$ cat src/rtl/uart_rx_pkg.sv
// rtl/uart_rx_pkg.sv - shared types and constants for the UART receive path
//
// Holds the receive FSM state encoding, the parity type constants and the
// default word width used by uart_rx_ctrl and uart_rx_sampler.
package uart_rx_pkg;

  typedef enum logic [2:0] {
    IDLE   = 3'd0,
    START  = 3'd1,
    DATA   = 3'd2,
    PARITY = 3'd3,
    STOP   = 3'd4
  } rx_state_e;

  localparam logic PAR_EVEN = 1'b0;
  localparam logic PAR_ODD  = 1'b1;

  localparam int DEFAULT_DATA_WIDTH = 8;

endpackage

$ cat src/rtl/uart_rx_sampler.sv
// rtl/uart_rx_sampler.sv - mid-bit sampler for the oversampled UART RX line
//
// Ports:
//   CLK, RST     oversampling clock, asynchronous active-low reset
//   edge_cnt     position inside the current bit (0..Prescale-1)
//   Prescale     oversampling ratio (8, 16 or 32)
//   RX_IN        synchronized serial line
//   sampled_bit  registered bit value for the current bit period
//   sample_done  one-cycle strobe in the first cycle sampled_bit is valid
//
// Build option UART_RX_MAJORITY_VOTE_EN:
//   defined   - majority of samples at Prescale/2-1, /2, /2+1; valid from /2+2
//   undefined - single sample at Prescale/2; valid from /2+1
module uart_rx_sampler #(
  parameter int PRESC_W = 6
) (
  input  logic               CLK,
  input  logic               RST,
  input  logic [PRESC_W-1:0] edge_cnt,
  input  logic [PRESC_W-1:0] Prescale,
  input  logic               RX_IN,
  output logic               sampled_bit,
  output logic               sample_done
);

  logic [PRESC_W-1:0] half;

  assign half = Prescale >> 1;

`ifdef UART_RX_MAJORITY_VOTE_EN
  logic samp_a;
  logic samp_b;
  logic majority;

  // The third sample is taken straight from the line in the voting cycle.
  assign majority = (samp_a & samp_b) | (samp_a & RX_IN) | (samp_b & RX_IN);

  always_ff @(posedge CLK or negedge RST) begin
    if (!RST) begin
      samp_a      <= 1'b1;
      samp_b      <= 1'b1;
      sampled_bit <= 1'b1;
      sample_done <= 1'b0;
    end else begin
      sample_done <= 1'b0;
      if (edge_cnt == half - PRESC_W'(1)) begin
        samp_a <= RX_IN;
      end
      if (edge_cnt == half) begin
        samp_b <= RX_IN;
      end
      if (edge_cnt == half + PRESC_W'(1)) begin
        sampled_bit <= majority;
        sample_done <= 1'b1;
      end
    end
  end
`else
  always_ff @(posedge CLK or negedge RST) begin
    if (!RST) begin
      sampled_bit <= 1'b1;
      sample_done <= 1'b0;
    end else begin
      sample_done <= 1'b0;
      if (edge_cnt == half) begin
        sampled_bit <= RX_IN;
        sample_done <= 1'b1;
      end
    end
  end
`endif

endmodule

$ cat src/rtl/uart_rx_ctrl.sv
// rtl/uart_rx_ctrl.sv - UART receive controller: start detect, deserialize, parity/stop check
//
// Ports:
//   CLK, RST    RX oversampling clock (Prescale x baud), async active-low reset
//   RX_IN       synchronized serial line, idle high
//   Prescale    oversampling ratio (8, 16 or 32), only changed while idle
//   PAR_EN      frame carries a parity bit (latched at frame start)
//   PAR_TYP     0 even / 1 odd parity (latched at frame start)
//   P_DATA      last good received word
//   data_valid  one-cycle pulse when P_DATA updates
//   par_err     one-cycle pulse on parity mismatch
//   stp_err     one-cycle pulse when the stop bit samples low
//   busy        frame in progress
//
// Build option UART_RX_MAJORITY_VOTE_EN selects the sampling scheme inside
// uart_rx_sampler.
module uart_rx_ctrl
  import uart_rx_pkg::*;
#(
  parameter int DATA_WIDTH = DEFAULT_DATA_WIDTH,
  parameter int PRESC_W    = 6
) (
  input  logic                  CLK,
  input  logic                  RST,
  input  logic                  RX_IN,
  input  logic [PRESC_W-1:0]    Prescale,
  input  logic                  PAR_EN,
  input  logic                  PAR_TYP,
  output logic [DATA_WIDTH-1:0] P_DATA,
  output logic                  data_valid,
  output logic                  par_err,
  output logic                  stp_err,
  output logic                  busy
);

  localparam int BW = $clog2(DATA_WIDTH + 1);

  rx_state_e state;
  rx_state_e next_state;

  logic [PRESC_W-1:0]    edge_cnt;
  logic [BW-1:0]         bit_cnt;
  logic [DATA_WIDTH-1:0] shift_reg;
  logic                  par_en_l;
  logic                  par_typ_l;
  logic                  par_bad;

  logic sampled_bit;
  logic sample_done;
  logic edge_last;
  logic last_data_bit;
  logic enter_start;
  logic enter_data;
  logic par_exp;

  uart_rx_sampler #(
    .PRESC_W (PRESC_W)
  ) u_sampler (
    .CLK         (CLK),
    .RST         (RST),
    .edge_cnt    (edge_cnt),
    .Prescale    (Prescale),
    .RX_IN       (RX_IN),
    .sampled_bit (sampled_bit),
    .sample_done (sample_done)
  );

  assign edge_last     = (edge_cnt == Prescale - PRESC_W'(1));
  assign last_data_bit = (bit_cnt == BW'(DATA_WIDTH - 1));
  assign enter_start   = (next_state == START) && (state != START);
  assign enter_data    = (next_state == DATA) && (state != DATA);
  assign par_exp       = (^shift_reg) ^ (par_typ_l == PAR_ODD);
  assign busy          = (state != IDLE);

  always_ff @(posedge CLK or negedge RST) begin
    if (!RST) begin
      state <= IDLE;
    end else begin
      state <= next_state;
    end
  end

  always_comb begin
    next_state = state;
    case (state)
      IDLE: begin
        if (!RX_IN) begin
          next_state = START;
        end
      end
      START: begin
        if (edge_last) begin
          next_state = sampled_bit ? IDLE : DATA;
        end
      end
      DATA: begin
        if (edge_last && last_data_bit) begin
          next_state = par_en_l ? PARITY : STOP;
        end
      end
      PARITY: begin
        if (edge_last) begin
          next_state = STOP;
        end
      end
      STOP: begin
        // A low line at the end of the stop bit is the next start bit.
        if (edge_last) begin
          next_state = RX_IN ? IDLE : START;
        end
      end
      default: next_state = IDLE;
    endcase
  end

  always_ff @(posedge CLK or negedge RST) begin
    if (!RST) begin
      edge_cnt   <= '0;
      bit_cnt    <= '0;
      shift_reg  <= '0;
      par_en_l   <= 1'b0;
      par_typ_l  <= PAR_EVEN;
      par_bad    <= 1'b0;
      P_DATA     <= '0;
      data_valid <= 1'b0;
      par_err    <= 1'b0;
      stp_err    <= 1'b0;
    end else begin
      data_valid <= 1'b0;
      par_err    <= 1'b0;
      stp_err    <= 1'b0;

      if (state == IDLE || edge_last) begin
        edge_cnt <= '0;
      end else begin
        edge_cnt <= edge_cnt + PRESC_W'(1);
      end

      if (enter_data) begin
        bit_cnt <= '0;
      end else if (state == DATA && edge_last) begin
        bit_cnt <= bit_cnt + BW'(1);
      end

      if (enter_start) begin
        par_en_l  <= PAR_EN;
        par_typ_l <= PAR_TYP;
        par_bad   <= 1'b0;
      end

      if (state == DATA && sample_done) begin
        shift_reg <= {sampled_bit, shift_reg[DATA_WIDTH-1:1]};
      end

      if (state == PARITY && edge_last) begin
        par_bad <= sampled_bit ^ par_exp;
      end

      if (state == STOP && edge_last) begin
        stp_err <= ~sampled_bit;
        par_err <= par_bad;
        if (sampled_bit && !par_bad) begin
          P_DATA     <= shift_reg;
          data_valid <= 1'b1;
        end
      end
    end
  end

endmodule

$ cat config.mk
export PLATFORM = sky130hd
export DESIGN_NAME = uart_rx_ctrl
export DESIGN_NICKNAME = d
export VERILOG_FILES = /design/src/rtl/uart_rx_pkg.sv /design/src/rtl/uart_rx_sampler.sv /design/src/rtl/uart_rx_ctrl.sv
export SDC_FILE = /design/constraint.sdc
export NUM_CORES = 1
export LEC_CHECK = 0
export ABC_AREA = 1
export CAP_MARGIN = 10
export CORE_MARGIN = 2
export CORE_UTILIZATION = 58
export CTS_BUF_LIST = sky130_fd_sc_hd__clkbuf_2
export CTS_CLUSTER_DIAMETER = 40
export DETAILED_ROUTE_END_ITERATION = 7
export PLACE_DENSITY = 0.87
export SYNTH_ARGS = -nofsm -noshare
export SYNTH_HDL_FRONTEND = slang
export SYNTH_SLANG_ARGS = --single-unit
export TNS_END_PERCENT = 100
$ cat constraint.sdc
create_clock -name CLK -period 1.95 [get_ports CLK]
set_input_delay 0.195 -clock CLK [delete_from_list [all_inputs] [get_ports CLK]]
set_output_delay 0.195 -clock CLK [all_outputs]
set_load 0.03 [all_outputs]
==> run summary, run 1 <==
After detailed routing, the average wire length per cell comes to 11.4 um. The floorplan has 21 rows. The run finished with clean final reports.

The number of different library cells used by synthesis comes to 30. In the layout the commonest cells are sky130_fd_sc_hd__nand2_1 (76), sky130_fd_sc_hd__inv_1 (42), sky130_fd_sc_hd__dfrtp_1 (36), sky130_fd_sc_hd__nor2_1 (22). Summing every instance area after synthesis gives 2040 um^2.

After legalization and detailed placement, the total HPWL measured 3050 um. The run gives 0.453 as the share of the yosys chip area belonging to registers. TritonCTS built the clock tree. The clock insertion delay at the later pin of the skew report is 0.39 ns. The final critical-path share of the clock period came out at 0.920. The final critical-path required period was 1.79 ns; the total clock buffers created by CTS was 5.

The total count of hold-check failures in the final report was 0; the weighted congestion reported at the end of routability-driven placement was 0.940. At the end of the flow, the number of nets in the layout was 313. The area growth from synthesis to layout works out to 18.3%. The routed design has 3940 um of wire.

The overall overflow remaining after global route was 0; the synthesized net count was 277. The area enclosed by the die boundary came out at 4020 um^2. Overall power consumption after layout is estimated at 2.21 mW. The number of max-slew violations in the final report is 0, and the maximum number of pins on one net before global-route repair is 38.

At the worst endpoint, the arrival time is 2.09 ns. Between clock sinks in the finished design, the worst skew comes to 0.0166 ns. CTS built an H-tree with a depth of 2. Counting every sink on the clock net gives 37. The tools report the initial antenna violation count as 0. Once placement finished, the instance area stood at 2370 um^2. The y dimension of the die was 63.4 um. For the effective utilization at floorplan, the log shows 0.608.

The library cell used most frequently in the layout, excluding fill and tap cells, is sky130_fd_sc_hd__nand2_1. The logs give 92 for the number of DRC violations after detailed-routing iteration 0 and 162 um for the met3 wire length. Post-CTS timing repair inserted 0 buffers for setup.

The number of remaining DRC errors was 0. The headroom to the max-slew limit is 0.697, and the maximum count of clock buffers along a single path is 2. The worst setup path is of the in2reg kind.

For this design the static power due to leakage is 1.21 nW. The count of buffers from port buffering was 22; the slew of the pin with the lowest slew margin was 0.454 ns. The kind of end point of the critical path was a flop. The tools report the count of nets left with antenna violations after detail routing as 0. The total power per unit cell area was 916 nW/um^2.

After detailed routing, no signal wire sits above met4. The number of hold buffers added after CTS was 0. The length in cells of the worst reg-to-reg path works out to 12. The clock transition at the registers of the reported paths works out to 0.19 ns.

The routed length on met2 is 1850 um. The layout cell share with drive strength beyond 1 is 0.130. The first global-routing pass estimated 7340 um of wire. The run gives 1,720 as the routed via count.

During synthesis, Yosys emitted a total of 0 warnings. The finished cells cover 2420 um^2. The maximum fanout encountered on the critical timing path works out to 8. The count of final setup violators is 0. Synthesis produced 263 cells. For this block, wires on met1 add up to 1890 um.

The mean instance size in the synthesized netlist was 7.77 um^2; the synthesized flop and latch total was 37. In this run the count of I/O pins placed on the die edge is 23. The worst-case IR drop observed on VDD is 571 uV. The run gives 0.233 as the overall routing resource usage. The tools report the via count of the first global-routing pass as 1,726.

The tools report the launching element type of the critical path as an input pin. The per-cell via count in the routed design came out at 4.97. In this run the worst hold path is classified as in2async.

After floorplanning, the core was sized to cover 3360 um^2. Setup repair after global routing left no endpoint under its margin. The run gives 0.719 as the share of the core filled with cells.

The run gives 0 as the final antenna diode count. Root cell of the clock tree: sky130_fd_sc_hd__clkbuf_2. The run gives 2.25 ns as the required time at the endpoint of the critical path.

The die is 63.4 um wide. Max-cap violations in this run came to 0. Before antenna repair, the detailed router went through 4 iterations.

Static timing analysis puts the maximum clock frequency at 557 MHz.
[per-stage QoR]
stage	hold slack, ns	instances	setup slack, ns	TNS [ns]
5_1_grt	0.195	346	0.00789	0
6_report	0.187	346	0.155	0
3_3_place_gp	0.467	338	-0.176	-3.00
2_1_floorplan	-0.101	263	0.286	0
3_5_place_dp	0.467	338	-0.257	-4.11
4_1_cts	0.199	346	0.0194	0
[Yosys cell counts]
cell type / instances / share of area
sky130_fd_sc_hd__o22ai_1: 1 / 0.0031
sky130_fd_sc_hd__nor3b_1: 2 / 0.0073
sky130_fd_sc_hd__buf_6: 1 / 0.0055
sky130_fd_sc_hd__xor2_1: 5 / 0.021
sky130_fd_sc_hd__nand2_4: 1 / 0.0055
sky130_fd_sc_hd__dfrtp_1: 36 / 0.44
sky130_fd_sc_hd__o21ai_2: 7 / 0.030
sky130_fd_sc_hd__nor2_4: 2 / 0.011
sky130_fd_sc_hd__nand2_2: 5 / 0.015
sky130_fd_sc_hd__nand3_2: 1 / 0.0049
sky130_fd_sc_hd__nor3_1: 3 / 0.0073
sky130_fd_sc_hd__inv_1: 42 / 0.077
sky130_fd_sc_hd__o21ai_0: 11 / 0.027
sky130_fd_sc_hd__clkbuf_1: 1 / 0.0018
sky130_fd_sc_hd__inv_2: 2 / 0.0037
sky130_fd_sc_hd__nand4_1: 1 / 0.0031
sky130_fd_sc_hd__dfstp_2: 1 / 0.013
sky130_fd_sc_hd__nor2_2: 3 / 0.0092
sky130_fd_sc_hd__or2_2: 1 / 0.0031
sky130_fd_sc_hd__a21oi_1: 2 / 0.0049
sky130_fd_sc_hd__a221oi_1: 2 / 0.0086
sky130_fd_sc_hd__ha_1: 3 / 0.018
sky130_fd_sc_hd__nand3_1: 21 / 0.051
sky130_fd_sc_hd__o21ai_1: 1 / 0.0024
sky130_fd_sc_hd__nor2_1: 22 / 0.040
sky130_fd_sc_hd__xnor2_1: 6 / 0.026
sky130_fd_sc_hd__or2_1: 1 / 0.0031
sky130_fd_sc_hd__nand2_1: 76 / 0.14
sky130_fd_sc_hd__nand3_4: 1 / 0.0086
sky130_fd_sc_hd__nand3b_1: 2 / 0.0073
[cell families (layout without fill, tap and decap cells)]
| logic type | after synthesis | in the layout | synth area share |
|---|---|---|---|
| fa+ha+maj | 3 | 3 | 0.0184 |
| simple gates | 142 | 142 | 0.317 |
| compound gates | 24 | 24 | 0.0759 |
| buf+inv | 46 | 83 | 0.0881 |
| flops | 37 | 37 | 0.453 |
| xor+xnor | 11 | 11 | 0.0471 |
[power breakdown]
part	total, mW	switching [mW]	internal, mW
Clock	0.337	0.252	0.0853
Sequential	1.07	0.154	0.915
Combinational	0.809	0.489	0.320
Total	2.21	0.895	1.32
[worst paths after layout]
| path | startpoint | to | slack (ns) |
|---|---|---|---|
| max in group asynchronous | RST | u_sampler.sampled_bit | 1.43 |
| setup reg to reg | edge_cnt[4] | bit_cnt[2] | 0.21 |
| hold / removal | RST | state[0] | 0.19 |
| setup / recovery | Prescale[1] | bit_cnt[2] | 0.16 |
| min in group CLK | PAR_TYP | par_typ_l | 0.35 |
| hold reg to reg | P_DATA[3] | P_DATA[3] | 0.50 |
[metal layers]
metal  track usage  vias to the layer above
li1              -                      886
met1         0.317                      796
met2         0.366                       32
met3        0.0607                        6
met4        0.0707                        0
met5             0                        -
[cell type report]
class	count	area (um^2)
inverter	44	165
clock inverter	3	16.3
clock buffer	5	25.0
tap	46	57.6
timing repair buffer	31	290
fill	277	945
sequential	37	927
multi-input combinational	180	937
[what timing repair did]
item                       in CTS  in global routing
hold endpoints to repair        0                  0
resized for setup               0                  1
setup endpoints to repair       0                  1
[worst max-delay path, cell delays in order]
cell	delay [ns]
sky130_fd_sc_hd__clkdlybuf4s50_1	0.47
sky130_fd_sc_hd__inv_1	0.06
sky130_fd_sc_hd__ha_1	0.29
sky130_fd_sc_hd__inv_1	0.04
sky130_fd_sc_hd__nand2_1	0.05
sky130_fd_sc_hd__nand2_1	0.05
sky130_fd_sc_hd__nor2_2	0.13
sky130_fd_sc_hd__nand2_2	0.08
sky130_fd_sc_hd__nor2_4	0.12
sky130_fd_sc_hd__nand3_4	0.12
sky130_fd_sc_hd__a21oi_1	0.28
sky130_fd_sc_hd__nand2_1	0.09
sky130_fd_sc_hd__nand2_1	0.07
sky130_fd_sc_hd__inv_1	0.04
(Power assumes the default switching activity.)
==> run 2, diff against run 1 <==
Settings changed: CORE_MARGIN 2 to 8, TNS_END_PERCENT 100 to default.
==> run 2 against run 1 <==
  * Count of clock-buffer cells in the layout unchanged
  * Final area about the same
  * Die area increased by 41%
  * Critical path depth unchanged
  * Via count decreased by 0.41%
  * Routed wire length increased by 4.0%
  * Clock power about the same
  * Worst hold slack better by 0.16 ns
  * Clock skew increased by 0.0076 ns
  * Non-clock buffer count is 1 higher
  * Total power down 0.97%
  * Largest power group unchanged
==> run summary, run 2 (synthesized netlist as in run 1, its figures left out) <==
Detailed routing inserted a total of 1,713 vias. The library cells used most frequently in the layout, excluding fill and tap cells, are sky130_fd_sc_hd__nand2_1 (76), sky130_fd_sc_hd__inv_1 (42), sky130_fd_sc_hd__dfrtp_1 (36), sky130_fd_sc_hd__nor2_1 (22), sky130_fd_sc_hd__nand3_1 (21). Based on the critical path, the design can be clocked at up to 556 MHz.

The number of max-slew violations in the final report was 0. Across the routed clock network, the largest skew measured is 0.0242 ns. The worst setup slack before clock tree synthesis is -0.241 ns, and the length in cells of the worst reg-to-reg path is 12. The logs give 2.19 mW for the overall power after layout and 0 for the number of remaining DRC errors. The run gives 0 ns as the post-route setup TNS. The floorplan step defined a die boundary enclosing 5680 um^2. The commonest non-fill, non-tap cell in the layout is sky130_fd_sc_hd__nand2_1.

After legalization and detailed placement, the total HPWL measured 3180 um. The maximum count of clock buffers along a single path is 2. For the worst setup path, the data arrival time is 2.09 ns. The layout cell share with drive strength beyond 1 was 0.133.

Counting both buffers and inverters, the worst setup path holds a total of 4. Clock-pin slew was measured on the worst setup and hold paths at 0.20 ns. After floorplanning, the core was divided into 21 placement rows. The min-delay analysis places its worst path in the category in2reg. The first global-routing pass estimated 7090 um of wire. Hold is met by 0.349 ns.

The final critical-path required period is 1.80 ns, and the cell count of the worst hold path is 3. Input and output buffers added on the ports amount to 22. In this run the power density over the cells is 906 nW/um^2. Counting the fill cells in the layout gives 274. The via count of the first global-routing pass was 1,644. The signal on the critical path passes through clkdlybuf4s50_1 > inv_1 > ha_1 > inv_1 > nand2_1 > nand2_1 > nor2_2 > nand2_2 > nor2_4 > nand3_4 > a21oi_1 > nand2_1 > nand2_1 > inv_1. Of all nets on the critical path, the largest fanout is 7.

For the area after detailed placement, the log shows 2370 um^2. In this run, CTS created clock tree buffers numbering 5. The cell family contributing the most delay on the critical path is simple AND/OR/NAND/NOR gates.

The maximum number of pins on one net before global-route repair is 38, and the count of clock tree sinks is 37. Setup violations remaining at the end of the flow were counted as 0. The y dimension of the die is 75.4 um. The startpoint-to-endpoint class of the critical path was in2reg. Width of the die: 75.4 um. The slowest library cell on the worst path was sky130_fd_sc_hd__clkdlybuf4s50_1. The final critical-path setup slack is 0.152 ns.

The highest cell delay on the worst timing path is 0.47 ns. For this run, the number of standard cells in the final layout without fillers is 347. The analysis attributes to cell leakage a power of 1.21 nW. The number of cells in the design after placement is 338.

The critical path depth works out to 14. TritonCTS built the clock tree. The run gives 0.608 as the effective utilization at floorplan. The peak ir drop on the vdd network was 607 uV.

The H-tree generated during clock tree synthesis spans 2 levels. The clock insertion delay at the later pin of the skew report was 0.39 ns; the per-cell via count in the routed design was 4.94. STA classifies the critical path startpoint as an input pin.

STA classifies the critical path endpoint as a flop. The tools report the weighted congestion reported at the end of routability-driven placement as 0.945. The average routed wire per standard cell is 11.8 um, and the required time at the endpoint of the critical path is 2.24 ns.

Summed over all layers, the global routing overflow is 0. In this run the clock root is driven by a sky130_fd_sc_hd__clkbuf_2. Compared with the post-synthesis result, the final layout area differs by 18.4%. The final instance area came out at 2420 um^2. The headroom to the max-slew limit came out at 0.469.

The run finished with clean final reports. The logs give 0 for the initial antenna violation count and 0 for the count of nets left with antenna violations after detail routing. Max-cap violations in this run came to 0.

The run gives 0.719 as the share of the core filled with cells. The area inside the core boundary is 3360 um^2. Number of nets in the layout: 314.

For this run, the detailed router's first-pass iteration total came to 4. By instance count, the cell type seen most on the critical path is sky130_fd_sc_hd__nand2_1. The repair_antennas step left the layout with diodes totalling 0. The first routing iteration left 177 violations. Pin placement for this block handled 23 I/O pins. The final wirelength was 4100 um; the slew of the pin with the lowest slew margin was 0.796 ns. The final critical-path share of the clock period came out at 0.922.

The total count of hold-check failures in the final report was 0; the overall routing resource usage was 0.164. Setup repair after global routing left no endpoint under its margin.
==> run 2: changes by cell type in the layout (fill, tap and decap cells not counted), sizes merged <==
cell	before	now
clkdlybuf4s50	21	20
dlygate4sd2	0	1
buf	9	10
dlygate4sd3	0	1
dlymetal6s2s	1	0
==> run 2: timing repair <==
action | 4_1_cts | 5_1_grt
setup buffers | 0 | 0
hold endpoints to repair | 36 | 0
resized for setup | 1 | 0
hold buffers | 1 | 0
endpoints found under the setup margin | 1 | 0
==> run 2: where the power goes <==
| part | internal (mW) | total, mW | switching [mW] |
|---|---|---|---|
| Combinational | 0.315 | 0.785 | 0.471 |
| Clock | 0.0853 | 0.339 | 0.254 |
| Sequential | 0.915 | 1.07 | 0.153 |
==> run 2: cell type report <==
type	instances	area (um^2)	area share
clock buffers	5	25.0	0.0103
clock inverters	3	16.3	0.00672
inverters	44	165	0.0683
multi-input cells	180	937	0.387
flip-flops and latches	37	927	0.383
well taps	46	57.6	0.0238
repair buffers	32	292	0.120
==> run 2: worst reg2reg max path, stage by stage, from the launching register on <==
cell and delay, ns:
sky130_fd_sc_hd__dfrtp_1 0.44, sky130_fd_sc_hd__inv_1 0.16, sky130_fd_sc_hd__nand2_1 0.07, sky130_fd_sc_hd__nand2_1 0.09, sky130_fd_sc_hd__nand2_1 0.05, sky130_fd_sc_hd__nand2_1 0.05
sky130_fd_sc_hd__nand2_1 0.06, sky130_fd_sc_hd__inv_1 0.09, sky130_fd_sc_hd__nand3_4 0.12, sky130_fd_sc_hd__a21oi_1 0.28, sky130_fd_sc_hd__nand2_1 0.09, sky130_fd_sc_hd__nand2_1 0.08
sky130_fd_sc_hd__inv_1 0.04
==> run 2: path summary, 6_finish.rpt <==
kind                                   from         end  slack (ns)
worst max register to register  edge_cnt[4]  bit_cnt[2]        0.24
min in group asynchronous               RST    state[0]        0.40
worst min register to register    P_DATA[3]   P_DATA[3]        0.51
worst min-delay path                 PAR_EN    par_en_l        0.35
max in group asynchronous               RST   P_DATA[1]        1.02
worst max-delay path            Prescale[1]  bit_cnt[2]        0.15
==> run 2: metal layers <==
layer,wire length (um),part of all wire,up-vias,global-route usage
met4,38,0.0093,0,0.0448
met2,1890,0.46,34,0.253
met3,244,0.059,5,0.0539
met5,0,0,-,0
met1,1930,0.47,781,0.213
li1,-,-,893,-
==> run 3, diff against run 2 <==
==> constraint.sdc (replaced) <==
create_clock -name CLK -period 1.95 [get_ports CLK]
set_input_delay 0.2925 -clock CLK [delete_from_list [all_inputs] [get_ports CLK]]
set_output_delay 0.2925 -clock CLK [all_outputs]
set_load 0.03 [all_outputs]
==> run 3 against run 2 <==
  * Sequential share of layout area fell by 0.98 points
  * Largest cell class unchanged
  * Critical path depth is 11 lower
  * Final cell count up 1.2%
  * Final area is 2.6% higher
  * Clock power increased by 2%
  * Non-clock buffer count grew 3
  * Count of clock-buffer cells in the layout did not move
  * Flip-flop and latch count is the same
  * First-iteration DRC count decreased by 27%
  * Setup slack better by 0.0046 ns
  * Highest routed layer unchanged
  * Maximum frequency up 0.26%
  * Total power rose by 2.4%
==> run summary, run 3 (synthesized netlist as in run 1, its figures left out) <==
The flow ran to the end, and the final reports show no timing, DRC or antenna violations. The worst setup slack before clock tree synthesis came out at -0.370 ns. The slowest stage of the critical path is the sky130_fd_sc_hd__dfrtp_1 cell. STA puts the critical path data arrival time at 1.50 ns.

CTS placed an instance of sky130_fd_sc_hd__clkbuf_2 at the clock tree root. Via count of the first global-routing pass: 1,725. TritonCTS built the clock tree.

Across the run, the number of max-cap violations was 0. The largest clock skew in the final design was 0.0222 ns; the length in cells of the worst reg-to-reg path was 12. Buffers placed on the I/O ports in this run total 22.

Counting the buffers created by CTS gives 5. The met1 global-route usage is 0.214. The logs give 318 for the number of nets in the layout and 3270 um for the half-perimeter wire length after placement. For the number of cell rows, the log shows 21. The overall overflow remaining after global route is 0. The tools report the end of the worst register-to-register path as P_DATA[5]. Number of DRC violations after detailed-routing iteration 0: 130. The tools report the number of optimization iterations in the first detailed-route pass as 4. The logs give 1.66 ns for the required time at the endpoint of the critical path and 0.166 for the overall routing resource usage.

The internal power of the cells totals 1.32 mW. The startpoint-to-endpoint class of the critical path was reg2out. Leaving out fill and tap cells, the most frequent cells in the layout are sky130_fd_sc_hd__nand2_1 (76), sky130_fd_sc_hd__inv_1 (40), sky130_fd_sc_hd__dfrtp_1 (36), sky130_fd_sc_hd__nor2_1 (22), sky130_fd_sc_hd__nand3_1 (21). The area inside the core boundary is 3360 um^2.

Using the TritonRoute via totals, the vias-per-cell ratio works out to 5.10. The maximum count of clock buffers along a single path was 2; the maximum operating frequency was 558 MHz. The count of nets left with antenna violations after detail routing was 0.

Dividing total power by cell area gives a power density of 904 nW/um^2. The effective utilization at floorplan was 0.608. Traced cell by cell, the critical path runs through nor2_1 > nand2_1 > dlygate4sd2_1.

The commonest non-fill, non-tap cell in the layout is sky130_fd_sc_hd__nand2_1. After detailed routing, the average wire length per cell comes to 12.5 um. In this run the critical register-to-register path is launched from edge_cnt[4]. The critical path depth is 3. The tools report the startpoint of the worst hold path as Prescale[1]. In this run the most used layer during global routing was met2. The tightest min-delay check is of the in2reg type. The critical path ends at busy. The clock transition at the registers of the reported paths was 0.20 ns; the post-CTS repair timing setup buffer count was 0. Counting I/O delays and the setup requirement, the final critical path takes 1.79 ns.

For the initial antenna violation count, the log shows 0. The die is 75.4 um wide. The number of antenna diodes in the final layout is 0. The highest cell delay on the worst timing path is 0.45 ns, and the weighted congestion reported at the end of routability-driven placement is 0.958. The kind of end point of the critical path was a primary output. The clock network fraction of design power is 0.154, and the final critical-path share of the clock period is 0.919.

The count of clock tree sinks is 37, and the maximum fanout encountered on the critical timing path is 4. Net switching share of the total power: 0.412. The net switching power is 0.924 mW. For the top-level I/O count, the log shows 23. The run gives 38 as the maximum number of pins on one net before global-route repair.

After layout, the design draws a total of 2.25 mW. VDD sags by at most 612 uV. The first global-routing pass estimated 7240 um of wire. For the worst-skew pair, the clock arrives at the later sink with an insertion delay of 0.40 ns. In this run the number of H-tree levels came out at 2. The run gives 0.478 as the part of the total power dissipated in sequential elements. Final wirelength: 4380 um. The run gives 0 as the number of max-slew violations in the final report. The area enclosed by the die boundary came out at 5680 um^2. The count of buffering cells on the critical path with inverters included was 1. Measured along the y axis, the die boundary spans 75.4 um. The combinational fraction of design power is 0.368.

From synthesis to final layout, the design area changed by 21.5%. The post-route setup TNS is 0 ns. The number of remaining DRC errors was 0. The layout cell share with drive strength beyond 1 came out at 0.157.

Routed via count: 1,789. The worst setup path is launched from a flop. For the pin with the worst max-slew slack, the measured transition is 0.565 ns.

The headroom to the max-slew limit came out at 0.622. The tools report the start point of the critical path as state[0]. The run gives 0 as the total count of hold-check failures in the final report. The register-to-register path setup slack was 0.21 ns.

The met3 usage in global routing came out at 0.0395. Setup repair after global routing left no endpoint under its margin. Setup slack on the critical path of the routed design comes to 0.157 ns.

Grouping stages by cell kind, the critical path spends the most delay in flip-flops. The logs give 1.24 nW for the leakage power and 0.265 for the met2 track utilization from global routing. Setup violations remaining at the end of the flow were counted as 0.
-- run 3: cell types whose count changed in the layout (fill, tap and decap cells not counted) --
cell,change
sky130_fd_sc_hd__nand2_8,+1
sky130_fd_sc_hd__buf_4,+3
sky130_fd_sc_hd__dlymetal6s2s_1,+2
sky130_fd_sc_hd__a21oi_2,+1
sky130_fd_sc_hd__inv_2,+2
sky130_fd_sc_hd__ha_1,-1
sky130_fd_sc_hd__a21oi_1,-1
sky130_fd_sc_hd__ha_4,+1
sky130_fd_sc_hd__clkdlybuf4s50_1,-2
sky130_fd_sc_hd__inv_1,-2
-- run 3: layout make-up --
type,instances,area [um^2]
repair buffers,35,319
well taps,46,57.6
fillers,282,880
multi-input cells,181,973
clock buffers,5,25.0
clock inverters,3,16.3
flip-flops and latches,37,927
inverters,44,165
-- run 3: per-layer routing --
layer	share of wire	wire, um	vias to the layer above
met2	0.47	2060	48
met4	0.015	65	0
li1	-	-	902
met3	0.057	251	10
met5	0	0	-
met1	0.46	2000	829
-- run 3: how the worst min path moves through the flow --
stage	endpoint	slack, ns	cells past startpoint
after floorplan	P_DATA[0]	-0.003	0
after global placement	state[0]	0.36	2
after detailed placement	state[2]	0.36	2
after CTS	par_typ_l	0.42	3
after global routing	par_en_l	0.42	3
final	u_sampler.sampled_bit	0.41	5
-- run 3: through the flow --
step | instance area, um^2 | util | std cells | hold WS [ns]
2_1_floorplan | 2040 | - | 263 | -0.00309
3_3_place_gp | 2390 | 0.711 | 341 | 0.362
3_5_place_dp | 2390 | 0.711 | 341 | 0.361
4_1_cts | 2440 | 0.726 | 350 | 0.423
5_1_grt | 2480 | 0.738 | 351 | 0.420
6_report | 2480 | 0.738 | 351 | 0.415
-- run 3: worst min-delay path: cells and delay by family --
kind	cells	cell delay [ns]
AOI/OAI and AO/OA	2	0.17
buffers and inverters	2	0.25
and+or+nand+nor	1	0.13
-- run 3: power groups by stage --
stage	registers, mW	clock network (mW)	logic (mW)
after global placement	1.07	0	0.768
after floorplan	1.04	0	0.598
after CTS	1.07	0.357	0.796
after global routing	1.09	0.384	0.951
after detailed placement	1.08	0	0.797
final	1.07	0.347	0.826
-- run 3: what timing repair did --
| item | 4_1_cts | 5_1_grt |
|---|---|---|
| endpoints found under the setup margin | 1 | 5 |
| gates resized for setup | 1 | 7 |
| hold buffers | 1 | 0 |
| cloned | 0 | 1 |
| endpoints found under the hold margin | 36 | 0 |
| pin swaps | 0 | 2 |
